==> config.mk <==
export PLATFORM = sky130hd
export DESIGN_NAME = codec_cfg_sequencer
export DESIGN_NICKNAME = d
export VERILOG_FILES = /design/src/rtl/codec_cfg_pkg.sv /design/src/rtl/codec_cfg_rom.sv /design/src/rtl/codec_cfg_sequencer.sv
export SDC_FILE = /design/constraint.sdc
export NUM_CORES = 1
export LEC_CHECK = 0
export BUFFER_PORTS_ARGS = -buffer_cell sky130_fd_sc_hd__buf_2
export CAP_MARGIN = 5
export CORE_UTILIZATION = 49
export CTS_BUF_LIST = sky130_fd_sc_hd__clkbuf_4
export DETAILED_ROUTE_END_ITERATION = 6
export PLACE_DENSITY = 0.79
export RECOVER_POWER = 100
export SKIP_CTS_REPAIR_TIMING = 1
export SYNTH_ARGS = -nofsm -noshare
export SYNTH_HDL_FRONTEND = slang
export SYNTH_SLANG_ARGS = --single-unit
==> constraint.sdc <==
create_clock -name i_clk -period 6.6 [get_ports i_clk]
set_clock_uncertainty 0.15 [all_clocks]
set_input_delay 1.32 -clock i_clk [delete_from_list [all_inputs] [get_ports i_clk]]
set_output_delay 1.32 -clock i_clk [all_outputs]
set_load 0.1 [all_outputs]
==> src/rtl/codec_cfg_pkg.sv <==
// codec_cfg_pkg: shared types and constants for the WM8731 configuration sequencer
//   cfg_entry_t  - one codec register write (7-bit register address, 9-bit data)
//   state_t      - sequencer FSM states
//   INIT_TABLE   - power-up register image replayed after every i_start
//   WM8731_ADDR  - codec 7-bit I2C device address
package codec_cfg_pkg;

    localparam logic [6:0] WM8731_ADDR = 7'h1A;
    localparam int         INIT_LEN    = 10;

    typedef struct packed {
        logic [6:0] reg_addr;
        logic [8:0] data;
    } cfg_entry_t;

    // Fixed encodings so state values seen in older dumps keep their meaning.
    typedef enum logic [2:0] {
        S_IDLE       = 3'd0,
        S_INIT_ISSUE = 3'd1,
        S_WAIT       = 3'd2,
        S_GAP        = 3'd3,
        S_READY      = 3'd4,
        S_RT_ISSUE   = 3'd5,
        S_ERROR      = 3'd6
    } state_t;

    localparam cfg_entry_t [0:INIT_LEN-1] INIT_TABLE = '{
        '{7'd0, 9'h097},
        '{7'd1, 9'h097},
        '{7'd2, 9'h079},
        '{7'd3, 9'h079},
        '{7'd4, 9'h015},
        '{7'd5, 9'h000},
        '{7'd6, 9'h000},
        '{7'd7, 9'h042},
        '{7'd8, 9'h019},
        '{7'd9, 9'h001}
    };

endpackage

==> src/rtl/codec_cfg_rom.sv <==
// codec_cfg_rom: combinational lookup of one init-table entry
//   i_idx   - init table index (0..INIT_LEN-1; larger values read as all-zero)
//   o_entry - register address and data for that index
module codec_cfg_rom
    import codec_cfg_pkg::*;
(
    input  logic [3:0] i_idx,
    output cfg_entry_t o_entry
);

    assign o_entry = (i_idx < 4'(INIT_LEN)) ? INIT_TABLE[i_idx] : '0;

endmodule

==> src/rtl/codec_cfg_sequencer.sv <==
// codec_cfg_sequencer: sequences WM8731 register writes over a shared I2C frame writer
//   i_clk, i_rst_n          - clock, asynchronous active-low reset
//   i_start                 - (re)start the init table replay (honoured in idle/ready/error)
//   o_init_done             - all init frames ACKed
//   i_req_valid/o_req_ready - runtime write handshake, with i_req_reg / i_req_data
//   o_i2c_start/o_i2c_frame - one-cycle launch pulse and the registered 24-bit frame
//   i_i2c_done/i_i2c_nack   - frame-complete pulse and its NACK status
//   o_busy                  - a frame or inter-frame gap is in progress
//   o_error                 - sticky: a frame was NACKed on every allowed attempt
module codec_cfg_sequencer
    import codec_cfg_pkg::*;
#(
    parameter logic [6:0] DEV_ADDR   = WM8731_ADDR,
    parameter int         MAX_RETRY  = 3,
    parameter int         GAP_CYCLES = 16
) (
    input  logic        i_clk,
    input  logic        i_rst_n,
    input  logic        i_start,
    output logic        o_init_done,
    input  logic        i_req_valid,
    input  logic [6:0]  i_req_reg,
    input  logic [8:0]  i_req_data,
    output logic        o_req_ready,
    output logic        o_i2c_start,
    output logic [23:0] o_i2c_frame,
    input  logic        i_i2c_done,
    input  logic        i_i2c_nack,
    output logic        o_busy,
    output logic        o_error
);

    localparam int             RW   = (MAX_RETRY > 0) ? $clog2(MAX_RETRY + 1) : 1;
    localparam logic [RW-1:0]  RMAX = RW'(MAX_RETRY);
    localparam logic [7:0]     GMAX = 8'(GAP_CYCLES - 1);
    localparam logic [3:0]     LAST = 4'(INIT_LEN);

    state_t        state, state_nxt;
    logic [3:0]    idx, idx_nxt;
    logic [RW-1:0] retry, retry_nxt;
    logic [7:0]    gap_cnt, gap_nxt;
    logic          rt, rt_nxt;
    logic [6:0]    rq_reg, rq_reg_nxt;
    logic [8:0]    rq_data, rq_data_nxt;
    logic          done_nxt, err_nxt;
    logic          restart;
    logic [23:0]   frame_nxt;
    cfg_entry_t    rom_entry;

    // The ROM looks up the index the FSM is about to issue, so the frame
    // register can be loaded on the same edge that raises o_i2c_start.
    codec_cfg_rom u_rom (
        .i_idx   (idx_nxt),
        .o_entry (rom_entry)
    );

    assign restart     = i_start && (state inside {S_IDLE, S_READY, S_ERROR});
    assign o_req_ready = (state == S_READY) && !i_start;
    assign o_busy      = !(state inside {S_IDLE, S_READY, S_ERROR});

    always_comb begin
        state_nxt   = state;
        idx_nxt     = idx;
        retry_nxt   = retry;
        gap_nxt     = '0;
        rt_nxt      = rt;
        rq_reg_nxt  = rq_reg;
        rq_data_nxt = rq_data;
        done_nxt    = o_init_done;
        err_nxt     = o_error;
        if (restart) begin
            state_nxt = S_INIT_ISSUE;
            idx_nxt   = '0;
            retry_nxt = '0;
            rt_nxt    = 1'b0;
            done_nxt  = 1'b0;
            err_nxt   = 1'b0;
        end else begin
            case (state)
                S_INIT_ISSUE, S_RT_ISSUE: state_nxt = S_WAIT;
                S_WAIT: begin
                    if (i_i2c_done) begin
                        if (!i_i2c_nack) begin
                            retry_nxt = '0;
                            idx_nxt   = rt ? idx : idx + 4'd1;
                            state_nxt = S_GAP;
                        end else if (retry != RMAX) begin
                            retry_nxt = retry + RW'(1);
                            state_nxt = S_GAP;
                        end else begin
                            err_nxt   = 1'b1;
                            state_nxt = S_ERROR;
                        end
                    end
                end
                S_GAP: begin
                    gap_nxt = gap_cnt + 8'd1;
                    // A nonzero retry count at gap expiry means the last frame was
                    // NACKed and must be re-sent from the same source.
                    if (gap_cnt == GMAX) begin
                        gap_nxt   = '0;
                        state_nxt = (retry != '0) ? (rt ? S_RT_ISSUE : S_INIT_ISSUE) :
                                    (!rt && idx != LAST) ? S_INIT_ISSUE : S_READY;
                        done_nxt  = o_init_done || (retry == '0 && !rt && idx == LAST);
                    end
                end
                S_READY: begin
                    if (i_req_valid) begin
                        rq_reg_nxt  = i_req_reg;
                        rq_data_nxt = i_req_data;
                        retry_nxt   = '0;
                        rt_nxt      = 1'b1;
                        state_nxt   = S_RT_ISSUE;
                    end
                end
                S_IDLE, S_ERROR: state_nxt = state;
                default:         state_nxt = S_IDLE;
            endcase
        end
    end

    assign frame_nxt = (state_nxt == S_RT_ISSUE)   ? {DEV_ADDR, 1'b0, rq_reg_nxt, rq_data_nxt} :
                       (state_nxt == S_INIT_ISSUE) ? {DEV_ADDR, 1'b0, rom_entry} :
                       o_i2c_frame;

    always_ff @(posedge i_clk or negedge i_rst_n) begin
        if (!i_rst_n) begin
            state       <= S_IDLE;
            idx         <= '0;
            retry       <= '0;
            gap_cnt     <= '0;
            rt          <= 1'b0;
            rq_reg      <= '0;
            rq_data     <= '0;
            o_init_done <= 1'b0;
            o_error     <= 1'b0;
            o_i2c_start <= 1'b0;
            o_i2c_frame <= '0;
        end else begin
            state       <= state_nxt;
            idx         <= idx_nxt;
            retry       <= retry_nxt;
            gap_cnt     <= gap_nxt;
            rt          <= rt_nxt;
            rq_reg      <= rq_reg_nxt;
            rq_data     <= rq_data_nxt;
            o_init_done <= done_nxt;
            o_error     <= err_nxt;
            o_i2c_start <= (state_nxt == S_INIT_ISSUE) || (state_nxt == S_RT_ISSUE);
            o_i2c_frame <= frame_nxt;
        end
    end

endmodule

### Yosys cells after proc, flatten, opt, wreduce, memory -nomap -nowiden

Memory sizes are Yosys's and may differ from the RTL's.
Cells that the tools add are included.

| storage, ports and cells | value |
|---|---|
| output and inout bits | 29 |
| memory bits (read-only) | 256 |
| bits in latches | 0 |
| RAM bits | 0 |
| bits in registers | 61 |
| logic and storage cells | 109 |
| memories | 1 |

| operators by class | value |
|---|---|
| mux-type cells | 46 |
| divide/modulo/power cells | 0 |
| reductions and logical operators | 29 |
| shift operators | 0 |
| bitwise logic cells | 1 |
| $mul | 0 |
| eq/ne operators | 16 |
| magnitude comparators | 2 |
| add/subtract/negate cells | 3 |

Memories:

| name | words | width | rd ports | clocked after Yosys merged registers in | write ports | line | source |
|---|---|---|---|---|---|---|---|
| (name not given) | 16 | 16 | 1 | 0 | 0 | codec_cfg_rom.sv:11 | `assign o_entry = (i_idx < 4'(INIT_LEN)) ? INIT_TABLE[i_idx] : '0;` |

Operators by type and width:

| kind | number |
|---|---|
| $mux 16 | 3 |
| $mux 24 | 2 |
| $mux 3 | 9 |
| $mux 9 | 3 |
| $mux 8 | 3 |
| $mux 7 | 3 |
| $mux 4 | 5 |
| $reduce_bool 2->1 | 9 |
| $pmux 3 s5 | 1 |
| $eq 3x3->1 const B | 4 |
| $mux 1 | 11 |
| $mux 2 | 5 |
| $add 8x1->8 const B | 1 |
| $eq 8x4->1 const B | 1 |
| $ne 4x4->1 const B | 2 |
| $reduce_and 4->1 | 2 |
| $eq 3x1->1 const B | 2 |
| $eq 3x2->1 const B | 2 |
| $ne 3x3->1 const B | 2 |
| $reduce_bool 3->1 | 2 |
| $ge 5x5->1 const B | 1 |
| $logic_and 1x1->1 | 5 |
| $not 4->5 | 1 |
| $add 4x1->4 const B | 1 |
| other kinds (11) | 17 |

### Logic depth before layout (Yosys ltp)

Gate-level depths: netlist of the first run.

| logic depth | value |
|---|---|
| word-level depth | 13 |
| gate-level depth with buffers | 9 |

### Modules after synthesis

A second synthesis of the first run with hierarchy kept.

| unflattened totals | value |
|---|---|
| cells, all modules | 235 |
| area, all modules | 2813.9 um^2 |

Modules (own cells, without submodules):

| module | cells each | area each (um^2) | times used | seq. area each (um^2) |
|---|---|---|---|---|
| codec_cfg_sequencer | 207 | 2642.5 | 1 | 1351.3 |
| codec_cfg_rom | 28 | 171.4 | 1 | 0.0 |

### Least setup slack after synthesis of the first run

Ideal clock, no wire load.

| timing path | value |
|---|---|
| kind | input port to output port |
| start | in i_start |
| end | out o_req_ready |
| arrival time | 2208 ps |
| stages | 2 |
| setup slack | 2922 ps |
| cells stage by stage | inv_1 and3_1 |

| on the way | value |
|---|---|
| word-level cells in the longest chain between the ends | 2 |

Ends and longest elaborated chain:

| element | line | source |
|---|---|---|
| start: declaration | codec_cfg_sequencer.sv:19 | `input logic i_start,` |
| $logic_not 1->1 | codec_cfg_sequencer.sv:58 | `assign o_req_ready = (state == S_READY) && !i_start;` |
| $logic_and 1x1->1 | codec_cfg_sequencer.sv:58 |  |
| end: declaration | codec_cfg_sequencer.sv:24 | `output logic o_req_ready,` |

Every way passes these cells.

### Final worst setup path of the first run

Same ends and word-level chain as after synthesis.

==> results.yml, run 1 <==
logic_synthesis:
  synth_warnings: 0
  yosys.cell_types.count: 56
  syn_inst: 268
  yosys_register_bits: 54
  synth_top_area_share: 0.490
  yosys.area.top_type: "dfrtp_1"
  ys_seq_area_frac: 0.490
  synthTopCellsByCount: "54 x dfrtp_1, 34 x nor2_1, 16 x mux2_2, 16 x nand2_1, 15 x a31oi_1"
  synth_most_common_cell: "dfrtp_1"
  netlist_area_um2: 2760
  synth_edf_count: 0
  syn_avg_cell_area_um2: 10.3
  yosys-top-cells-area: "dfrtp_1 49%, mux2_2 6.5%, nor2_1 4.6%, a31oi_1 3.4%, buf_4 2.5%"
  ys.flop_type: "dfrtp_1"
  synthArstFlopShare: 1.00
grt:
  antenna_found_initial: 0
  track_usage: 0.200
  gr-total-overflow: 0
  grt_max_degree: 55
  grt_pass1_vias: 2013
  grt_pass1_wl_um: 9520
clock_tree:
  cts.clk_slew.worst_paths_ps: 130
  numCtsBuffers: 5
  cts-root-buf: "clkbuf_4"
  cts_sinks: 54
  htree_levels: 2
  cts.path.max_buffers: 2
  clk_latency_ps: 370
  cts_tree: "built"
sta:
  rsz0062_at_grt: "no"
  finalMaxSlewViolations: 90
  relSlewSlack: -0.891
  fmax_mhz: 244
  tns_ps: 0
  setup_viol: 0
  holdWs_ps: 318
  worstMarginPinSlew_ps: 2840
  fin_crit_ps: 4100
  finalCritPeriodShare: 0.622
  finalHoldViolCount: 0
routing:
  drt_iter0_markers: 174
  wirelength_um: 5510
  drc_errors: 0
  ant_nets: 0
  vias: 2133
  viasPerCell: 5.69
  first_pass_iters: 4
  wl_per_cell_um: 14.7
cells_and_area:
  top_register: "o_i2c_frame"
  fin_util: 0.563
  nFillCells: 478
  n_antenna_cell: 0
  largest_registers: "o_i2c_frame (17), rq_data (9), gap_cnt (8)"
  syn2layout_area_growth_pct: 7.62
  layout.nets: 331
  largest_register_ffs: 17
  multi_input_area_um2: 1230
  drive_gt1_frac: 0.144
  regArea_um2: 1350
placement:
  port_buffers: 45
  dp_hpwl_um: 3890
  place.gp.congestion: 0.923
critical_path:
  cp.arrival_ps: 2630
  crit_start: "i_start"
  end_kind: "primary output"
  required_ps: 5130
  reg2reg_setup_slack_ps: 3230
  path_max_fanout: 6
  reg2regPathDepth: 5
  rr_endpoint: "o_i2c_frame[14]"
  r2r_start: "state[0]"
  endpoint: "o_req_ready"
  cp-start-kind: "input port"
  critPathKind: "in -> out"
power:
  swShare: 0.541
  p_int_w: 0.000583
  leakage_nw: 1.38
  power-per-cell-area_nw_per_um2: 428
  combPwrFrac: 0.518
  power.switching_w: 0.000688
  p_clk_frac: 0.114
  finalPower_w: 0.00127
  p_seq_frac: 0.368
  ir_drop_v: 0.000334
run_status:
  violations: "capacitance limit, slew limit"
  status: "finished with violations"
run:
  drv_cap: 2
hold_path:
  min_path_type: "reg -> reg"
  hp-start: "gap_cnt[0]"
floorplanning:
  die_w_um: 77.0
  core_area_um2: 5270
  die_h_um: 77.0
  start_util: 0.523
  ioPinCount: 51
  rows: 26
  fp.dieArea_um2: 5930
stage by stage:
step	instances	worst slack (ps)	instance area [µm²]
global placement	367	3000	2970
global route	375	2370	2970
CTS	375	2960	3030
finish	375	2500	2970
floorplan	272	2920	2770
detailed placement	367	2960	2970
final cells by class:
| type | instances | share of cell area |
|---|---|---|
| multi-input cells | 185 | 0.413 |
| flip-flops and latches | 54 | 0.455 |
| clock inverters | 2 | 0.00464 |
| well taps | 70 | 0.0295 |
| repair buffers | 46 | 0.0662 |
| clock buffers | 6 | 0.0152 |
| inverters | 12 | 0.0160 |
cells by family after synthesis:
kind of cell	count (synthesis)	share of synthesized area
simple gates	92	0.174
buf+inv	33	0.0640
flops	54	0.490
fa+ha+maj	5	0.0227
compound gates	56	0.146
xor+xnor	8	0.0254
mux	19	0.0762
other cells	1	0.00136
cell usage in the layout, fill, tap and decap left out, types with 2 or more instances in the layout:
cell and n:
a21oi_1 9, dfrtp_1 54, mux2i_1 3, o21ai_0 4, nor4_1 2, conb_1 5, inv_1 11, mux2_2 5
and3b_1 2, nor2_1 34, o22ai_1 2, ha_1 5, and2_1 2, o31ai_1 3, or3_1 3, nand2_1 16
nor2b_1 5, mux2_1 11, buf_2 19, a31o_2 4, a31oi_1 15, o221ai_1 2, and3_1 3, xor2_1 5
clkbuf_4 6, or2_2 4, xnor2_1 3, clkbuf_1 27, nand3_1 6, nor3_1 4, o211ai_1 5
worst min-delay path by stage:
stage	slack, ps	cells past startpoint	to
CTS	320	1	gap_cnt[0]
global placement	300	1	gap_cnt[0]
global route	360	1	gap_cnt[0]
finish	320	1	gap_cnt[0]
floorplan	280	1	gap_cnt[0]
detailed placement	310	1	gap_cnt[0]
critical path: stages:
cell,delay (ps)
clkbuf_1,140
inv_1,160
and3_1,160
clkbuf_1,860
power groups by stage:
| stage | logic [W] | registers, W | clock network [W] |
|---|---|---|---|
| finish | 0.000658 | 0.000468 | 0.000145 |
| global route | 0.000709 | 0.000481 | 0.000166 |
| floorplan | 0.000331 | 0.000704 | 0 |
| detailed placement | 0.000678 | 0.000472 | 0 |
| CTS | 0.000680 | 0.000467 | 0.000152 |
| global placement | 0.000663 | 0.000468 | 0 |
metal layers:
metal  global-route usage  share of wire  up-vias
met3               0.0417          0.053        6
met2                0.317           0.46       74
li1                     -              -     1019
met1                0.276           0.47     1034
met5                    0              0        -
met4               0.0623         0.0087        0
(Power assumes the default switching activity.)
==> run 2, diff against run 1 <==
Settings changed: PLACE_DENSITY 0.79 to 0.81.
Clock period 6.6 ns to 3.7 ns, I/O delays scaled along.
==> run 2 against run 1 <==
The flow still finishes with violations (capacitance limit, slew limit). Highest routed layer unchanged. Sequential share of layout area fell by 0.17 points. Critical path type is now reg -> out. Sequential cell count did not move. Hold slack barely moved.
==> results.yml, run 2 (synthesis results as in run 1) <==
hold_path:
  min_path_cells: 1
  min_path_type: "reg -> reg"
sta:
  layout_setup_ws_ps: 616
  finalMaxSlewViolations: 36
  rsz0062_at_grt: "no"
  finalHoldViolCount: 0
  relSlewSlack: -0.185
  setup_viol: 0
  tns_ps: 0
  fmax_mhz: 324
  fin_crit_ps: 3080
  worstMarginPinSlew_ps: 1780
  finalCritPeriodShare: 0.834
routing:
  vias: 2100
  viasPerCell: 5.59
  drt_iter0_markers: 179
  drc_errors: 0
  wl_per_cell_um: 14.6
  ant_nets: 0
  wirelength_um: 5470
  first_pass_iters: 4
cells_and_area:
  top_register: "o_i2c_frame"
  stdcell_count: 376
  largest_register_ffs: 17
  final_cell_mix: "54 x dfrtp_1, 33 x nor2_1, 26 x clkbuf_1"
  drive_gt1_frac: 0.141
  stdcell_area_um2: 2980
  nFillCells: 500
  n_antenna_cell: 0
  largest_registers: "o_i2c_frame (17), rq_data (9), gap_cnt (8)"
  layout.nets: 332
  syn2layout_area_growth_pct: 8.03
  mostFrequentLayoutCell: "dfrtp_1"
floorplanning:
  rows: 26
  core_area_um2: 5270
  start_util: 0.523
  ioPinCount: 51
  fp.dieArea_um2: 5930
  die_h_um: 77.0
  die_w_um: 77.0
critical_path:
  crit_start: "state[0]"
  endpoint: "o_req_ready"
  end_kind: "primary output"
  cp-start-kind: "flip-flop"
  crit_family: "buffers and inverters"
  r2r_start: "state[0]"
  cp_slowest_stage_delay_ps: 860
  required_ps: 2810
  crit_path_top_delay_cell: "clkbuf_1"
  path_cells: "nor2_1 > and3_1 > clkbuf_1"
  cp.arrival_ps: 2190
  crit_cells: 3
  rr_endpoint: "o_i2c_frame[12]"
  reg2reg_setup_slack_ps: 810
  cp.buffers_inverters: 1
  reg2regPathDepth: 7
  critPathKind: "reg -> out"
  path_max_fanout: 15
grt:
  grt_max_degree: 36
  grt_pass1_wl_um: 9300
  track_usage: 0.197
  antenna_found_initial: 0
  gr-total-overflow: 0
  grt_pass1_vias: 2017
power:
  ir_drop_v: 0.000608
  finalPower_w: 0.00228
  leakage_nw: 1.39
  power-per-cell-area_nw_per_um2: 765
run:
  drv_cap: 1
clock_tree:
  cts.clk_slew.worst_paths_ps: 150
  cts-root-buf: "clkbuf_4"
  cts_tree: "built"
  cts_sinks: 54
  htree_levels: 2
  numCtsBuffers: 5
  clk_latency_ps: 370
  cts.path.max_buffers: 2
placement:
  place_area_um2: 2970
  dpl.cell_count: 368
  dp_hpwl_um: 3890
  place.gp.congestion: 0.890
  port_buffers: 45
  place_ws_ps: 798
run_status:
  violations: "capacitance limit, slew limit"
  status: "finished with violations"
## run 2: area by class of cell
class | count | area (µm²) | area share
Sequential cell | 54 | 1350 | 0.454
Multi-Input combinational cell | 185 | 1230 | 0.413
Timing Repair Buffer | 47 | 203 | 0.0680
Tap cell | 70 | 87.6 | 0.0294
Inverter | 12 | 47.5 | 0.0160
Clock buffer | 5 | 37.5 | 0.0126
Clock inverter | 3 | 21.3 | 0.00714
## run 2: worst reg2reg max path, cell delays in order (launching register included)
cell      delay (ps)
dfrtp_1          560
nor2_1           240
and4_1           210
clkbuf_1         760
mux2_1           420
and2_0           160
a31oi_1          150
a21oi_1           90
## run 2: where the power goes
| part | internal [W] | total [W] | switching, W |
|---|---|---|---|
| combinational | 0.000249 | 0.00119 | 0.000941 |
| sequential | 0.000709 | 0.000829 | 0.000120 |
| clock | 0.0000745 | 0.000261 | 0.000186 |
| total | 0.00103 | 0.00228 | 0.00125 |
## run 2: worst min path at each step
stage	endpoint	from	slack, ps
2_1_floorplan	gap_cnt[0]	gap_cnt[0]	280
3_3_place_gp	gap_cnt[0]	gap_cnt[0]	300
3_5_place_dp	gap_cnt[0]	gap_cnt[0]	300
4_1_cts	gap_cnt[1]	i_rst_n	290
5_1_grt	gap_cnt[0]	gap_cnt[0]	330
6_report	gap_cnt[0]	gap_cnt[0]	320
## run 2: metal layers
layer / track usage / wire, µm
met5: 0 / 0
met4: 0.0698 / 80
met3: 0.0357 / 284
met2: 0.306 / 2440
met1: 0.276 / 2660
## run 2: metrics by stage
stage | util | hold WS (ps)
6_report | 0.565 | 318
5_1_grt | 0.565 | 332
4_1_cts | 0.575 | 288
3_5_place_dp | 0.564 | 302
3_3_place_gp | 0.564 | 300
2_1_floorplan | - | 283
